<file path="src/rtl/if_fetch.sv">
// if_fetch: instruction fetch stage with a direct-mapped, one-word-per-line
// instruction cache in front of a byte-wide memory port.
//
// A hit presents the cached word on the next cycle. A miss reads the word as
// four byte requests (little-endian) and then fills the cache line. Each
// returned byte arrives one cycle after its granted request.
//
// Parameters
//   IDX_W         cache index width (2^IDX_W lines)
// Ports
//   clk           system clock, all state changes on posedge
//   rst           synchronous active-high reset
//   pc            fetch address from the PC register
//   jump_flag     redirect: abandon the current fetch, clear if_valid
//   stall_in      downstream stall: hold the presented instruction
//   mem_grant     arbiter accepts this cycle's byte request
//   mem_din       byte returned one cycle after a granted request
//   mem_req       byte read request
//   mem_addr      byte address of the request
//   if_stall_req  fetch busy; the PC register must hold pc
//   if_valid      if_inst/if_pc hold a valid instruction
//   if_inst       fetched instruction
//   if_pc         word-aligned address of if_inst
module if_fetch #(
    parameter int unsigned IDX_W = 5
) (
    input  logic        clk,
    input  logic        rst,
    input  logic [31:0] pc,
    input  logic        jump_flag,
    input  logic        stall_in,
    input  logic        mem_grant,
    input  logic [7:0]  mem_din,
    output logic        mem_req,
    output logic [31:0] mem_addr,
    output logic        if_stall_req,
    output logic        if_valid,
    output logic [31:0] if_inst,
    output logic [31:0] if_pc
);

    localparam int unsigned LINES = 1 << IDX_W;
    localparam int unsigned TAG_W = 30 - IDX_W;

    typedef enum logic [1:0] {
        StIdle,
        StReq,
        StWaitLast,
        StDone
    } state_t;

    state_t state;

    logic [31:0]       pc_lat;
    logic [1:0]        byte_k;     // next byte to request
    logic              cap_pend;   // a granted byte returns this cycle
    logic [1:0]        cap_idx;    // which byte it is
    logic [3:0][7:0]   word_buf;

    logic [31:0]       data_mem [LINES];
    logic [TAG_W-1:0]  tag_mem  [LINES];
    logic [LINES-1:0]  line_valid;

    logic [IDX_W-1:0]  rd_idx;
    logic [TAG_W-1:0]  rd_tag;
    logic [IDX_W-1:0]  wr_idx;
    logic [TAG_W-1:0]  wr_tag;
    logic              lookup_hit;
    logic              cache_we;
    logic [31:0]       pc_aligned;
    logic [31:0]       last_word;
    logic              unused_pc_lo;

    assign rd_idx       = pc[IDX_W+1:2];
    assign rd_tag       = pc[31:IDX_W+2];
    assign wr_idx       = if_pc[IDX_W+1:2];
    assign wr_tag       = if_pc[31:IDX_W+2];
    assign lookup_hit   = line_valid[rd_idx] && (tag_mem[rd_idx] == rd_tag);
    assign pc_aligned   = {pc[31:2], 2'b00};
    assign unused_pc_lo = ^pc[1:0];

    // Byte 3 may still be on mem_din when leaving WAIT_LAST; take it directly.
    assign last_word = cap_pend ? {mem_din, word_buf[2], word_buf[1], word_buf[0]} : word_buf;

    // The line is written from the presented word during DONE.
    assign cache_we = (state == StDone) && !rst && !jump_flag;

    always_ff @(posedge clk) begin
        if (rst) begin
            state        <= StIdle;
            mem_req      <= 1'b0;
            mem_addr     <= '0;
            if_stall_req <= 1'b0;
            if_valid     <= 1'b0;
            if_inst      <= '0;
            if_pc        <= '0;
            pc_lat       <= '0;
            byte_k       <= '0;
            cap_pend     <= 1'b0;
            cap_idx      <= '0;
            word_buf     <= '0;
            line_valid   <= '0;
        end else if (jump_flag) begin
            // Clearing cap_pend drops any byte still in flight.
            state        <= StIdle;
            mem_req      <= 1'b0;
            if_stall_req <= 1'b0;
            if_valid     <= 1'b0;
            byte_k       <= '0;
            cap_pend     <= 1'b0;
        end else begin
            if (cap_pend) begin
                word_buf[cap_idx] <= mem_din;
            end
            cap_pend <= 1'b0;

            case (state)
                StIdle: begin
                    if (!stall_in) begin
                        if (lookup_hit) begin
                            if_valid <= 1'b1;
                            if_inst  <= data_mem[rd_idx];
                            if_pc    <= pc_aligned;
                        end else begin
                            state        <= StReq;
                            pc_lat       <= pc_aligned;
                            mem_req      <= 1'b1;
                            mem_addr     <= pc_aligned;
                            byte_k       <= '0;
                            if_stall_req <= 1'b1;
                            if_valid     <= 1'b0;
                        end
                    end
                end

                StReq: begin
                    if (mem_grant) begin
                        cap_pend <= 1'b1;
                        cap_idx  <= byte_k;
                        byte_k   <= byte_k + 2'd1;
                        if (byte_k == 2'd3) begin
                            state   <= StWaitLast;
                            mem_req <= 1'b0;
                        end else begin
                            mem_addr <= pc_lat + {30'd0, byte_k} + 32'd1;
                        end
                    end
                end

                StWaitLast: begin
                    // Byte 3 is banked by the capture above while stalled.
                    if (!stall_in) begin
                        state        <= StDone;
                        if_valid     <= 1'b1;
                        if_inst      <= last_word;
                        if_pc        <= pc_lat;
                        if_stall_req <= 1'b0;
                    end
                end

                StDone: begin
                    state              <= StIdle;
                    line_valid[wr_idx] <= 1'b1;
                end

                default: state <= StIdle;
            endcase
        end
    end

    // Data and tag arrays need no reset; line_valid guards them.
    always_ff @(posedge clk) begin
        if (cache_we) begin
            data_mem[wr_idx] <= if_inst;
            tag_mem[wr_idx]  <= wr_tag;
        end
    end

endmodule

</file>
<file path="config.mk">
export PLATFORM = sky130hd
export DESIGN_NAME = if_fetch
export DESIGN_NICKNAME = d
export VERILOG_FILES = /design/src/rtl/if_fetch.sv
export SDC_FILE = /design/constraint.sdc
export NUM_CORES = 2
export LEC_CHECK = 0
export BUFFER_PORTS_ARGS = -buffer_cell sky130_fd_sc_hd__buf_4
export CAP_MARGIN = 30
export CORE_AREA = 2 2 379 381
export DETAILED_ROUTE_END_ITERATION = 16
export DIE_AREA = 0 0 381 383
export PLACE_DENSITY = 0.78
export SKIP_LAST_GASP = 1
export SLEW_MARGIN = 40
export SYNTH_ARGS = -nofsm -noshare
export SYNTH_HDL_FRONTEND = slang
export SYNTH_SLANG_ARGS = --single-unit
</file>
<file path="constraint.sdc">
create_clock -name clk -period 7.19 [get_ports clk]
set_input_delay 0 -clock clk [delete_from_list [all_inputs] [get_ports clk]]
set_output_delay 0 -clock clk [all_outputs]
set_load 0.02 [all_outputs]
</file>
==> metrics.md <==
| Metric | Value |
|---|---|
| Syn Inst Count | `4035` |
| WP buf/inv | `4` |
| All-Layer GR Usage | `28.4%` |
| Fillers | `9358` |
| Worst Slack Setup Final | `2.13 ns` |
| Routed wire length per instance | `32.7 um` |
| TritonCTS clock tree | `built` |
| Core area | `0.142 mm^2` |
| Via/cell ratio | `6.72` |
| Setup TNS | `0 ns` |
| First-pass GRT wire length | `295000 um` |
| Height of the chip | `383 um` |
| Grt ovf | `0` |
| Design area | `0.0892 mm^2` |
| WS Path Type | `in2reg` |
| Total of max-cap violations | `0` |
| DRC | `0` |
| Port Buffer Count | `139` |
| CTS Buf Count | `188` |
| Slowest stage cell, crit path | `nor4_4` |
| H-tree depth | `4` |
| RSZ-0062 raised after global routing | `false` |
| Fin crit period | `5.06 ns` |
| Area grow syn2layout | `13.0%` |
| Rows | `139` |
| Crit path max fanout | `46` |
| Post-Syn Area per Cell | `19.6 um^2` |
| Top cells by area, synth | `edfxtp_1 69%, mux4_2 13%, dfxtp_1 5.0%, mux2i_1 2.4%, nand2_1 1.1%` |
| Pre-CTS setup slack | `2.04 ns` |
| Skew final | `0.0370 ns` |
| Number of synthesized flops with an enable pin | `1824` |
| Critical path endpoint category | `flop` |
| Number of clock sinks | `2022` |
| Via count | `42.6k` |
| LEAKAGE | `28.8 nW` |
| Worst relative slew slack | `33.8%` |
| Crit-path leading delay family | `buffers and inverters` |
| Async SR Flop Fraction | `0%` |
| Arr. time, crit path | `5.83 ns` |
| VDD IR-drop max | `0.266 mV` |
| Slew Limit Fails | `0` |
| Detailed Routing Iterations Pass 1 | `6` |
| Starting density of the core | `55.5%` |
| Synthesized cell area | `0.0789 mm^2` |
| Clock transition at the registers of the reported paths | `0.07 ns` |
| Vias in the first global route | `41.6k` |
| Die area | `0.146 mm^2` |
| Root Buffer | `clkbuf_16` |
| CTS Buffer Depth | `3` |
| Final net count | `4318` |
| Fraction of layout cells with a size suffix above 1 | `25.2%` |
| Main synth FF type | `edfxtp_1` |
| Power density over the cells | `260 mW/mm^2` |
| Hold Path Class | `in2reg` |
| Critical Path RT | `7.96 ns` |
| Max Freq | `197 MHz` |
| Endpoints failing hold | `0` |
| Yosys cell types | `83` |
| Slew @ Worst Pin | `0.983 ns` |
| DP Area | `0.0826 mm^2` |
| Worst path max stage delay | `0.73 ns` |
| CP most frequent cell | `buf_4` |
| Largest net degree at the start of global routing | `101` |
| Final Util | `62.7%` |
| Setup Fix Bufs, Post-CTS | `0` |
| Wirelength, routed | `207000 um` |
| Clk_lat worst skew | `0.84 ns` |
| ANT nets after route | `0` |
| Sequential area share after synthesis | `74.4%` |
| IO Count | `144` |
| Placer's final routability congestion estimate | `0.901` |
| Post-synth top area share | `69.4%` |
| Yosys reg bits | `2022` |
| Status | `finished clean` |
| Final Power | `23.2 mW` |
| Die width | `381 um` |
| Yosys top cell by area | `edfxtp_1` |
| Crit share post-route | `70.4%` |
| DP HPWL | `111000 um` |
| Worst path cell trace | `dlygate4sd3_1 > buf_4 > buf_4 > nor2b_1 > a22oi_1 > o2111ai_1 > a21boi_0 > o221ai_1 > a2111oi_2 > nand4_4 > or2_4 > nor4_4 > buf_4 > a221o_1` |
| Startpoint types | `primary input` |
| Initial antenna violation count | `8` |
| Synthesis Warnings | `0` |
| Final setup viols | `0` |
| Number of DRC markers in iteration 0 | `6675` |
synth_stat cells (all sizes together) (12+ instances only):
| cell type | n |
|---|---|
| a311oi | 32 |
| a21oi | 116 |
| a211oi | 14 |
| o21ai | 59 |
| mux4 | 471 |
| o22ai | 67 |
| buf | 132 |
| nor2b | 43 |
| xor2 | 34 |
| a22oi | 48 |
| nand3 | 46 |
| a31oi | 12 |
| a221o | 24 |
| o41ai | 16 |
| inv | 39 |
| nand2 | 228 |
| and2 | 32 |
| xnor2 | 15 |
| nand4 | 21 |
| mux2i | 188 |
| dfxtp | 198 |
| clkbuf | 122 |
| nor2 | 113 |
| edfxtp | 1824 |
area by class of cell:
cell class	instances	area, um^2	area share, %
repair buffers	296	2800	3.14
diodes	4	10.0	0.0112
inverters	40	150	0.168
clock inverters	92	769	0.863
clock buffers	260	5190	5.82
flip-flops and latches	2022	58800	65.9
well taps	1903	2380	2.67
multi-input cells	1720	19100	21.4
layer usage:
layer | GRT usage, % | vias up | routed length, um
met5 | 0 | - | 69
met4 | 9.91 | 12 | 6910
met2 | 42.4 | 3079 | 95100
met1 | 40.3 | 22000 | 76300
met3 | 8.45 | 446 | 28900
li1 | - | 17000 | -
path summary, 6_finish.rpt:
check	start	to	slack (ns)	cells after the start
worst max-delay path	pc[6]	if_inst[17]	2.13	14
worst min-delay path	pc[8]	pc_lat[8]	0.06	4
worst max register to register	tag_mem[22][17]	if_inst[17]	2.71	11
worst min register to register	word_buf[29]	word_buf[29]	0.45	2
metrics by stage:
stage | hold slack, ns | std cells
after floorplan | 0.136 | 4036
after global placement | 0.270 | 5909
after detailed placement | 0.288 | 5927
after CTS | 0.00186 | 6328
after global routing | 0.0547 | 6334
final | 0.0630 | 6337
state kept, by name, indices dropped and copies added (netlist names):
register,cells
data_mem,1024
tag_mem,800
if_inst,32
line_valid,32
mem_addr,32
word_buf,32
if_pc,30
pc_lat,30
byte_k,2
cap_idx,2
state,2
cap_pend,1
if_stall_req,1
if_valid,1
mem_req,1
kinds of logic (layout without fill, tap and decap cells):
group | Yosys count | in the layout | share of synthesized area [%]
fa+ha+maj | 5 | 5 | 0.0793
xor+xnor | 49 | 49 | 0.544
compound gates | 448 | 448 | 3.89
simple gates | 553 | 553 | 3.36
other cells | 1 | 6 | 0.00475
mux | 663 | 663 | 15.9
buf+inv | 294 | 688 | 1.81
flops | 2022 | 2022 | 74.4
tightest hold or removal path, cell delays in order:
cell	delay [ns]
dlygate4sd3_1	0.53
buf_4	0.16
mux2i_1	0.08
nor2_1	0.07
cells in the final DEF (no fill, tap or decap), types with 15 or more instances in the layout:
cell           count
edfxtp_1        1824
mux4_2           471
nand2_1          228
clkbuf_16        192
mux2i_1          188
buf_4            188
dfxtp_1          141
a21oi_1          115
nor2_1            78
o22ai_1           65
dfxtp_2           57
clkbuf_1          55
o21ai_0           49
dlygate4sd3_1     49
a22oi_1           48
nand3_1           46
nor2b_1           42
inv_1             38
clkinv_1          35
nor2_4            34
xor2_1            34
a311oi_1          32
clkinv_2          32
and2_1            31
buf_6             29
a221o_1           24
nand4_1           20
o41ai_1           16
buf_8             16
xnor2_1           15
timing repair:
action / in CTS / in global routing
endpoints found under the hold margin: 166 / 0
gates resized for setup: 0 / 0
hold buffers: 49 / 0
power breakdown:
group          switching (mW)  leakage, nW  internal [mW]
clock network            4.31         2.92           5.39
registers              0.0452         18.6           12.6
logic                   0.496         7.27          0.306
total                    4.85         28.8           18.3
No activity file was read; power rests on OpenSTA's default activity.
